## config.mk

```make
export PLATFORM = sky130hd
export DESIGN_NAME = player_move_ctrl
export DESIGN_NICKNAME = d
export VERILOG_FILES = /design/src/rtl/player_move_ctrl.sv
export SDC_FILE = /design/constraint.sdc
export NUM_CORES = 1
export LEC_CHECK = 0
export CAP_MARGIN = 20
export CORE_MARGIN = 4
export CORE_UTILIZATION = 45
export DETAILED_ROUTE_END_ITERATION = 8
export PLACE_DENSITY = 0.66
export SLEW_MARGIN = 25
export SYNTH_ARGS = -nofsm -noshare
export SYNTH_HDL_FRONTEND = slang
export SYNTH_SLANG_ARGS = --single-unit
```

## constraint.sdc

```tcl
create_clock -name CLOCK_25 -period 8.29 [get_ports CLOCK_25]
set_input_delay 1.658 -clock CLOCK_25 [delete_from_list [all_inputs] [get_ports CLOCK_25]]
set_output_delay 1.658 -clock CLOCK_25 [all_outputs]
set_load 0.02 [all_outputs]
```

## src/rtl/player_move_ctrl.sv

```systemverilog
// player_move_ctrl: per-frame movement controller for the maze player sprite.
// On each frame_tick with a button held it picks one direction and computes a
// clamped candidate position. It then probes the two leading sprite corners
// against the wall map over a req/ack handshake, and commits or rejects the move.
// Optional build macro PLAYER_MOVE_RR_ARB_EN: round-robin direction arbitration
// (default build uses fixed priority up > down > left > right).
module player_move_ctrl #(
  parameter int STEP    = 4,
  parameter int SIZE    = 16,
  parameter int X_MIN   = 97,
  parameter int X_MAX   = 720,
  parameter int Y_MIN   = 3,
  parameter int Y_MAX   = 466,
  parameter int X_START = 400,
  parameter int Y_START = 240
) (
  input  logic       CLOCK_25,
  input  logic       reset,
  input  logic       frame_tick,
  input  logic       btn_up,
  input  logic       btn_down,
  input  logic       btn_left,
  input  logic       btn_right,
  output logic       wall_req,
  output logic [9:0] wall_x,
  output logic [9:0] wall_y,
  input  logic       wall_ack,
  input  logic       wall_hit,
  output logic [9:0] x_pos,
  output logic [9:0] y_pos,
  output logic       move_done,
  output logic       move_blocked,
  output logic       busy
);

  typedef enum logic [2:0] {IDLE, SELECT, PROBE_A, PROBE_B, COMMIT} state_t;

  localparam logic [1:0] DIR_UP    = 2'd0;
  localparam logic [1:0] DIR_DOWN  = 2'd1;
  localparam logic [1:0] DIR_LEFT  = 2'd2;
  localparam logic [1:0] DIR_RIGHT = 2'd3;

  // 11-bit bounds so the clamp compares cannot wrap
  localparam logic [10:0] STEP_W    = 11'(STEP);
  localparam logic [10:0] X_LO_W    = 11'(X_MIN + STEP);
  localparam logic [10:0] Y_LO_W    = 11'(Y_MIN + STEP);
  localparam logic [10:0] X_MAX_W   = 11'(X_MAX);
  localparam logic [10:0] Y_MAX_W   = 11'(Y_MAX);
  localparam logic [9:0]  EDGE_OFS  = 10'(SIZE - 1);

  state_t      state, state_next;
  logic [3:0]  btn_vec;
  logic [1:0]  grant;
  logic        grant_vld;
  logic [1:0]  dir;
  logic [9:0]  cx, cy;
  logic [9:0]  cand_x, cand_y;
  logic [10:0] x_ext, y_ext;
  logic        at_bound;
  logic [9:0]  corner_x, corner_y;
  logic        lookup_done;

  // Bit index of btn_vec equals the direction code
  assign btn_vec     = {btn_right, btn_left, btn_down, btn_up};
  assign busy        = (state != IDLE);
  assign lookup_done = wall_req && wall_ack;

`ifdef PLAYER_MOVE_RR_ARB_EN
  logic [1:0] last_grant;

  // Round-robin search starting just after the last granted direction
  always_comb begin
    grant     = DIR_UP;
    grant_vld = 1'b0;
    for (int i = 1; i <= 4; i++) begin
      if (!grant_vld && btn_vec[last_grant + 2'(i)]) begin
        grant     = last_grant + 2'(i);
        grant_vld = 1'b1;
      end
    end
  end

  // Pointer moves on every grant, including ones that end blocked
  always_ff @(posedge CLOCK_25) begin
    if (reset)
      last_grant <= DIR_UP;
    else if (state == SELECT && grant_vld)
      last_grant <= grant;
  end
`else
  // Fixed priority up > down > left > right
  always_comb begin
    grant_vld = |btn_vec;
    if (btn_up)        grant = DIR_UP;
    else if (btn_down) grant = DIR_DOWN;
    else if (btn_left) grant = DIR_LEFT;
    else               grant = DIR_RIGHT;
  end
`endif

  // Clamped candidate position for the granted direction
  always_comb begin
    x_ext  = {1'b0, x_pos};
    y_ext  = {1'b0, y_pos};
    cand_x = x_pos;
    cand_y = y_pos;
    case (grant)
      DIR_UP:    cand_y = (y_ext < Y_LO_W) ? 10'(Y_MIN) : 10'(y_ext - STEP_W);
      DIR_DOWN:  cand_y = ((y_ext + STEP_W) > Y_MAX_W) ? 10'(Y_MAX) : 10'(y_ext + STEP_W);
      DIR_LEFT:  cand_x = (x_ext < X_LO_W) ? 10'(X_MIN) : 10'(x_ext - STEP_W);
      default:   cand_x = ((x_ext + STEP_W) > X_MAX_W) ? 10'(X_MAX) : 10'(x_ext + STEP_W);
    endcase
    at_bound = (cand_x == x_pos) && (cand_y == y_pos);
  end

  // Leading-corner probe address for the latched direction
  always_comb begin
    corner_x = cx;
    corner_y = cy;
    case (dir)
      DIR_UP: begin
        if (state == PROBE_B) corner_x = cx + EDGE_OFS;
      end
      DIR_DOWN: begin
        corner_y = cy + EDGE_OFS;
        if (state == PROBE_B) corner_x = cx + EDGE_OFS;
      end
      DIR_LEFT: begin
        if (state == PROBE_B) corner_y = cy + EDGE_OFS;
      end
      default: begin
        corner_x = cx + EDGE_OFS;
        if (state == PROBE_B) corner_y = cy + EDGE_OFS;
      end
    endcase
  end

  // State register
  always_ff @(posedge CLOCK_25) begin
    if (reset) state <= IDLE;
    else       state <= state_next;
  end

  // Next-state logic; ticks seen outside IDLE are dropped
  always_comb begin
    state_next = state;
    case (state)
      IDLE:    if (frame_tick && (|btn_vec)) state_next = SELECT;
      SELECT:  state_next = (!grant_vld || at_bound) ? IDLE : PROBE_A;
      PROBE_A: if (lookup_done) state_next = wall_hit ? IDLE : PROBE_B;
      PROBE_B: if (lookup_done) state_next = wall_hit ? IDLE : COMMIT;
      COMMIT:  state_next = IDLE;
      default: state_next = IDLE;
    endcase
  end

  // Latched move parameters (no reset needed, only read after SELECT)
  always_ff @(posedge CLOCK_25) begin
    if (state == SELECT) begin
      dir <= grant;
      cx  <= cand_x;
      cy  <= cand_y;
    end
  end

  // Handshake, position and result-pulse registers
  always_ff @(posedge CLOCK_25) begin
    if (reset) begin
      x_pos        <= 10'(X_START);
      y_pos        <= 10'(Y_START);
      wall_req     <= 1'b0;
      wall_x       <= 10'd0;
      wall_y       <= 10'd0;
      move_done    <= 1'b0;
      move_blocked <= 1'b0;
    end else begin
      move_done    <= 1'b0;
      move_blocked <= 1'b0;
      case (state)
        SELECT: begin
          if (grant_vld && at_bound) move_blocked <= 1'b1;
        end
        PROBE_A, PROBE_B: begin
          if (!wall_req) begin
            wall_req <= 1'b1;
            wall_x   <= corner_x;
            wall_y   <= corner_y;
          end else if (wall_ack) begin
            wall_req <= 1'b0;
            if (wall_hit) move_blocked <= 1'b1;
          end
        end
        COMMIT: begin
          x_pos     <= cx;
          y_pos     <= cy;
          move_done <= 1'b1;
        end
        default: ;
      endcase
    end
  end

endmodule

```

[Word level (Yosys, flattened, before mapping)]
Index checks and enable logic that the tools add are counted.
Cells by class
  add/sub/neg operators: 6
  order comparisons: 4
  eq/ne operators: 13
  mux-type cells: 28
  bitwise gates (word level): 1
  reduce and logical (&&, ||, !) cells: 16
Operators by type and width (number)
  $pmux W10 S2: 4
  $mux W10: 6
  $add A10 B3 Y11 const B: 2
  $add A10 B4 Y10 const B: 2
  $eq A10 B10 Y1: 2
  $sub A10 B3 Y10 const B: 2
  $mux W3: 4
  $pmux W3 S4: 1
  $gt A11 B10 Y1 const B: 1
  $gt A11 B9 Y1 const B: 1
  $lt A10 B3 Y1 const B: 1
  $lt A10 B7 Y1 const B: 1
  $mux W1: 8
  $mux W2: 4
  $eq A3 B2 Y1 const B: 2
  $ne A2 B2 Y1 const B: 3
  $reduce_or A2 Y1: 3
  $eq A2 B1 Y1 const B: 2
  $eq A2 B2 Y1 const B: 2
  $logic_and A1 B1 Y1: 4
  $logic_not A2 Y1: 2
  $reduce_or A4 Y1: 1
  $eq A3 B1 Y1 const B: 1
  $eq A3 B3 Y1 const B: 1
  8 further kinds: 8
Storage, ports and cells
  register bits: 68
  input port bits: 9
  output and inout port bits: 44
  logic and storage cells: 79

[Longest topological paths before layout]
  depth after elaboration: 11
  gate-level depth with buffers: 12
  mapped depth without buffers: 11

[Least setup slack after synthesis]
No wires, ideal clock.
  path kind: input to register
  start point: input port btn_up
  end point: register move_blocked
  library setup time: 0.058 ns
  data arrival time: 3.869 ns
  required time: 8.232 ns
  setup slack: 4.363 ns
  cell stages on the path: 9
  buffers on the path: 0
  cell sequence: or3b_1 -> nor4b_4 -> nor4b_1 -> nor4bb_1 -> or4b_1 -> nor4_1 -> nand4_1 -> nor4_1 -> or2_1
On the way
  longest elaborated chain between the ends: 9
  elaborated cells between the ends (all ways): 14
  classes of those cells: 4 x eq/ne; 5 x mux; 5 x reduce/logical
RTL lines
  start: declaration: RTL line 20  | input logic btn_up,
  $mux W2: RTL line 94  | if (btn_up) grant = DIR_UP;
  $eq A2 B1 Y1 / $logic_not A2 Y1 (equally long branches): RTL line 107  | case (grant)
  $reduce_or A2 Y1 (no source line)
  $pmux W10 S2: RTL line 107
  $eq A10 B10 Y1: RTL line 113  | at_bound = (cand_x == x_pos) && (cand_y == y_pos);
  $logic_and A1 B1 Y1: RTL line 113
  $logic_and A1 B1 Y1 *: RTL line 181  | if (grant_vld && at_bound) move_blocked <= 1'b1;
  $mux W1 *: RTL line 181
  $pmux W1 S2 *: RTL line 179  | case (state)
  end signal: assignment: RTL line 178  | move_blocked <= 1'b0;
  end signal: assignment: RTL line 181
  end signal: assignment: RTL line 190  | if (wall_hit) move_blocked <= 1'b1;
  end: declaration: RTL line 32  | output logic move_blocked,
Every way passes the cells marked *; elsewhere a longest branch is shown, timed or not.
A chain may end at the register's enable or synchronous reset.

[Final worst setup path]
Same ends and word-level chain as after synthesis.

==> reports/metrics.yaml <==
floorplan:
  num_rows: 36
  die_h_um: 108
  initial_utilization: 0.462
  core_area_mm2: 0.00973
  fp.dieArea_mm2: 0.0117
  fp.dieW_um: 108
  ios: 53
clock_tree:
  cts_buffers: 9
  post_cts_buffers: 0
  clock_latency_ns: 0.33
  root_buffer: "clkbuf_8"
  cts_sinks: 68
  holdBufCountCts: 0
  htree_levels: 3
  clk_pin_slew_ns: 0.07
  ctsResizeCount: 0
  clock_path_buffers: 2
  cts_tree: "built"
sta:
  period_share: 0.610
  period_needed_ns: 5.05
  finalSetupTns_ns: 0
  setup_violations: 0
  finClkSkew_ns: 0.00912
  hold_violations: 0
  timing.slew.headroom: 0.434
  drv_slew: 0
  fmax_ghz: 0.198
  whs_ns: 0.495
  rsz0062_at_grt: "no"
  tightest_slew_ns: 0.848
drt:
  wl_per_cell_um: 17.1
  drtPass1Iterations: 5
  drcViolationCount: 0
  ant_nets: 0
  avgViaCountPerCell: 5.93
  drt_first_iter_violations: 344
  vias: 4314
  wirelength_um: 12400
critical_path:
  crit_type: "in -> reg"
  r2r-start: "x_pos[2]$_SDFFE_PP0P_"
  start_kind: "input pin"
  worstSetupEndpointType: "flop"
  rrSetupSlack_ns: 4.75
  worstPathRequired_ns: 8.56
  reg2reg_depth: 10
  cp_max_fo: 21
  timing.rr.end: "move_blocked$_SDFF_PP0_"
  worst_ep_arrival_time_ns: 5.33
logic_synthesis:
  yosys_warnings: 0
  syn_area_mm2: 0.00450
  ys_ff_latch: 68
  postSynth.topFlopCell: "dfxtp_1"
  syn-num-nets: 585
  synthArstFlopShare: 0
  synth_commonest_cells: "69 x nor2_1, 62 x nand2_1, 46 x dfxtp_1"
  syn_avg_cell_area_um2: 7.94
  synth_area_leaders: "dfxtp_1 20%, edfxtp_1 15%, nor2_1 5.8%, nand2_1 5.2%, a21oi_1 4.7%"
  synth_area_leader_cell: "dfxtp_1"
  synth_cells: 566
  synth_top_area_share: 0.205
  yosysMostFrequentCell: "nor2_1"
  synth-edff-count: 22
  ys_types: 70
  ys_seq_area_frac: 0.352
placed_design:
  routabilityCongestion: 0.939
  dp.cells: 712
  dp_hpwl_um: 8860
  place.port_buffers: 52
power:
  peakVddDrop_mv: 0.0967
  clock_power_share: 0.354
  combPwrFrac: 0.138
  static-leakage-power_nw: 1.74
  p_seq_frac: 0.508
  power.internal_w: 0.000551
  switching_share: 0.248
  p_total_w: 0.000733
  p_per_area_mw_per_mm2: 140
  switching_power_w: 0.000181
status:
  run_status: "complete, no violations"
grt:
  grt_pass1_wl_um: 20500
  overflow: 0
  antenna_found_initial: 0
  grt_max_degree: 48
  grt_pass1_vias: 3919
  grt_usage: 0.218
final_layout:
  n_antenna_cell: 0
  fin_util: 0.537
  fin_cells: 728
  drive_gt1_frac: 0.0538
  nets: 609
  area_delta_synth_final_pct: 16.2
worst_hold_path:
  hp-start: "wall_y[0]$_SDFFE_PP0P_"
  worstHoldEndpoint: "wall_y[0]$_SDFFE_PP0P_"
  min_path_type: "reg -> reg"
  min_path_cells: 2
flow_run:
  maxCapViolCount: 0
[cell type report]
type	instances	area [µm²]
inverters	14	52.6
clock buffers	14	153
clock inverters	2	35.0
repair buffers	55	543
fillers	960	4500
flip-flops and latches	68	1580
well taps	133	166
multi-input cells	442	2690
[worst max-delay path by stage]
stage	from	end	slack (ns)	depth (start not counted)
after floorplan	btn_up	move_blocked$_SDFF_PP0_	4.36	9
final	btn_up	move_blocked$_SDFF_PP0_	3.24	11
after global placement	btn_up	move_blocked$_SDFF_PP0_	3.11	11
after detailed placement	btn_up	move_blocked$_SDFF_PP0_	2.99	11
after global routing	btn_up	move_blocked$_SDFF_PP0_	2.88	11
after CTS	btn_up	move_blocked$_SDFF_PP0_	3.34	11
[state kept, by name (all words and copies together) (netlist names)]
name and flops:
cx 10, cy 10, wall_x 10, wall_y 10, x_pos 10, y_pos 10, state 3, dir 2
move_blocked 1, move_done 1, wall_req 1
[stage by stage]
step	instance area [µm²]	worst slack [ns]
3_5_place_dp	5040	2.99
6_report	5230	3.24
4_1_cts	5230	3.34
2_1_floorplan	4500	4.36
3_3_place_gp	5040	3.11
5_1_grt	5230	2.88
[power groups by stage]
stage	Combinational, W	Clock, W	Sequential (W)
2_1_floorplan	0.0000537	0	0.000388
3_3_place_gp	0.000101	0	0.000379
5_1_grt	0.000111	0.000282	0.000375
4_1_cts	0.000102	0.000265	0.000372
6_report	0.000101	0.000259	0.000372
3_5_place_dp	0.000101	0	0.000380
[routing by layer]
metal,part of all wire,routed length (µm),track usage
met1,0.48,5940,0.324
met2,0.45,5650,0.337
met3,0.054,674,0.0316
met4,0.013,164,0.0478
met5,0,0,0
[layout by cell type (no fill, tap or decap), types with 19 or more instances in the layout]
| master | netlist | routed |
|---|---|---|
| xnor2_1 | 19 | 19 |
| a211oi_1 | 21 | 21 |
| o21ai_0 | 25 | 25 |
| a21oi_1 | 42 | 42 |
| nand3_1 | 21 | 21 |
| nand2_1 | 62 | 62 |
| edfxtp_1 | 22 | 22 |
| clkdlybuf4s50_1 | 0 | 52 |
| nor2_1 | 69 | 69 |
| dfxtp_1 | 46 | 46 |
[cell families (layout without fill, tap and decap cells)]
family | Yosys count | after routing | synth area share
AND/OR/NAND/NOR | 253 | 253 | 0.291
AO/OA/AOI/OAI | 146 | 146 | 0.212
flip-flops | 68 | 68 | 0.352
buffers and inverters | 56 | 85 | 0.0507
XOR/XNOR | 26 | 26 | 0.0507
adder cells (fa/ha/maj) | 10 | 10 | 0.0278
multiplexers | 7 | 7 | 0.0161
[worst max-delay path: stages]
cell,delay (ns)
clkdlybuf4s50_1,0.67
or2_1,0.53
inv_1,0.56
nand2_1,0.20
nor2_1,0.26
mux2i_1,0.13
or4b_1,0.50
nor4_1,0.28
nand4_1,0.17
nor4_1,0.25
or2_1,0.13
Note: power is estimated with default switching activity, not from simulation.
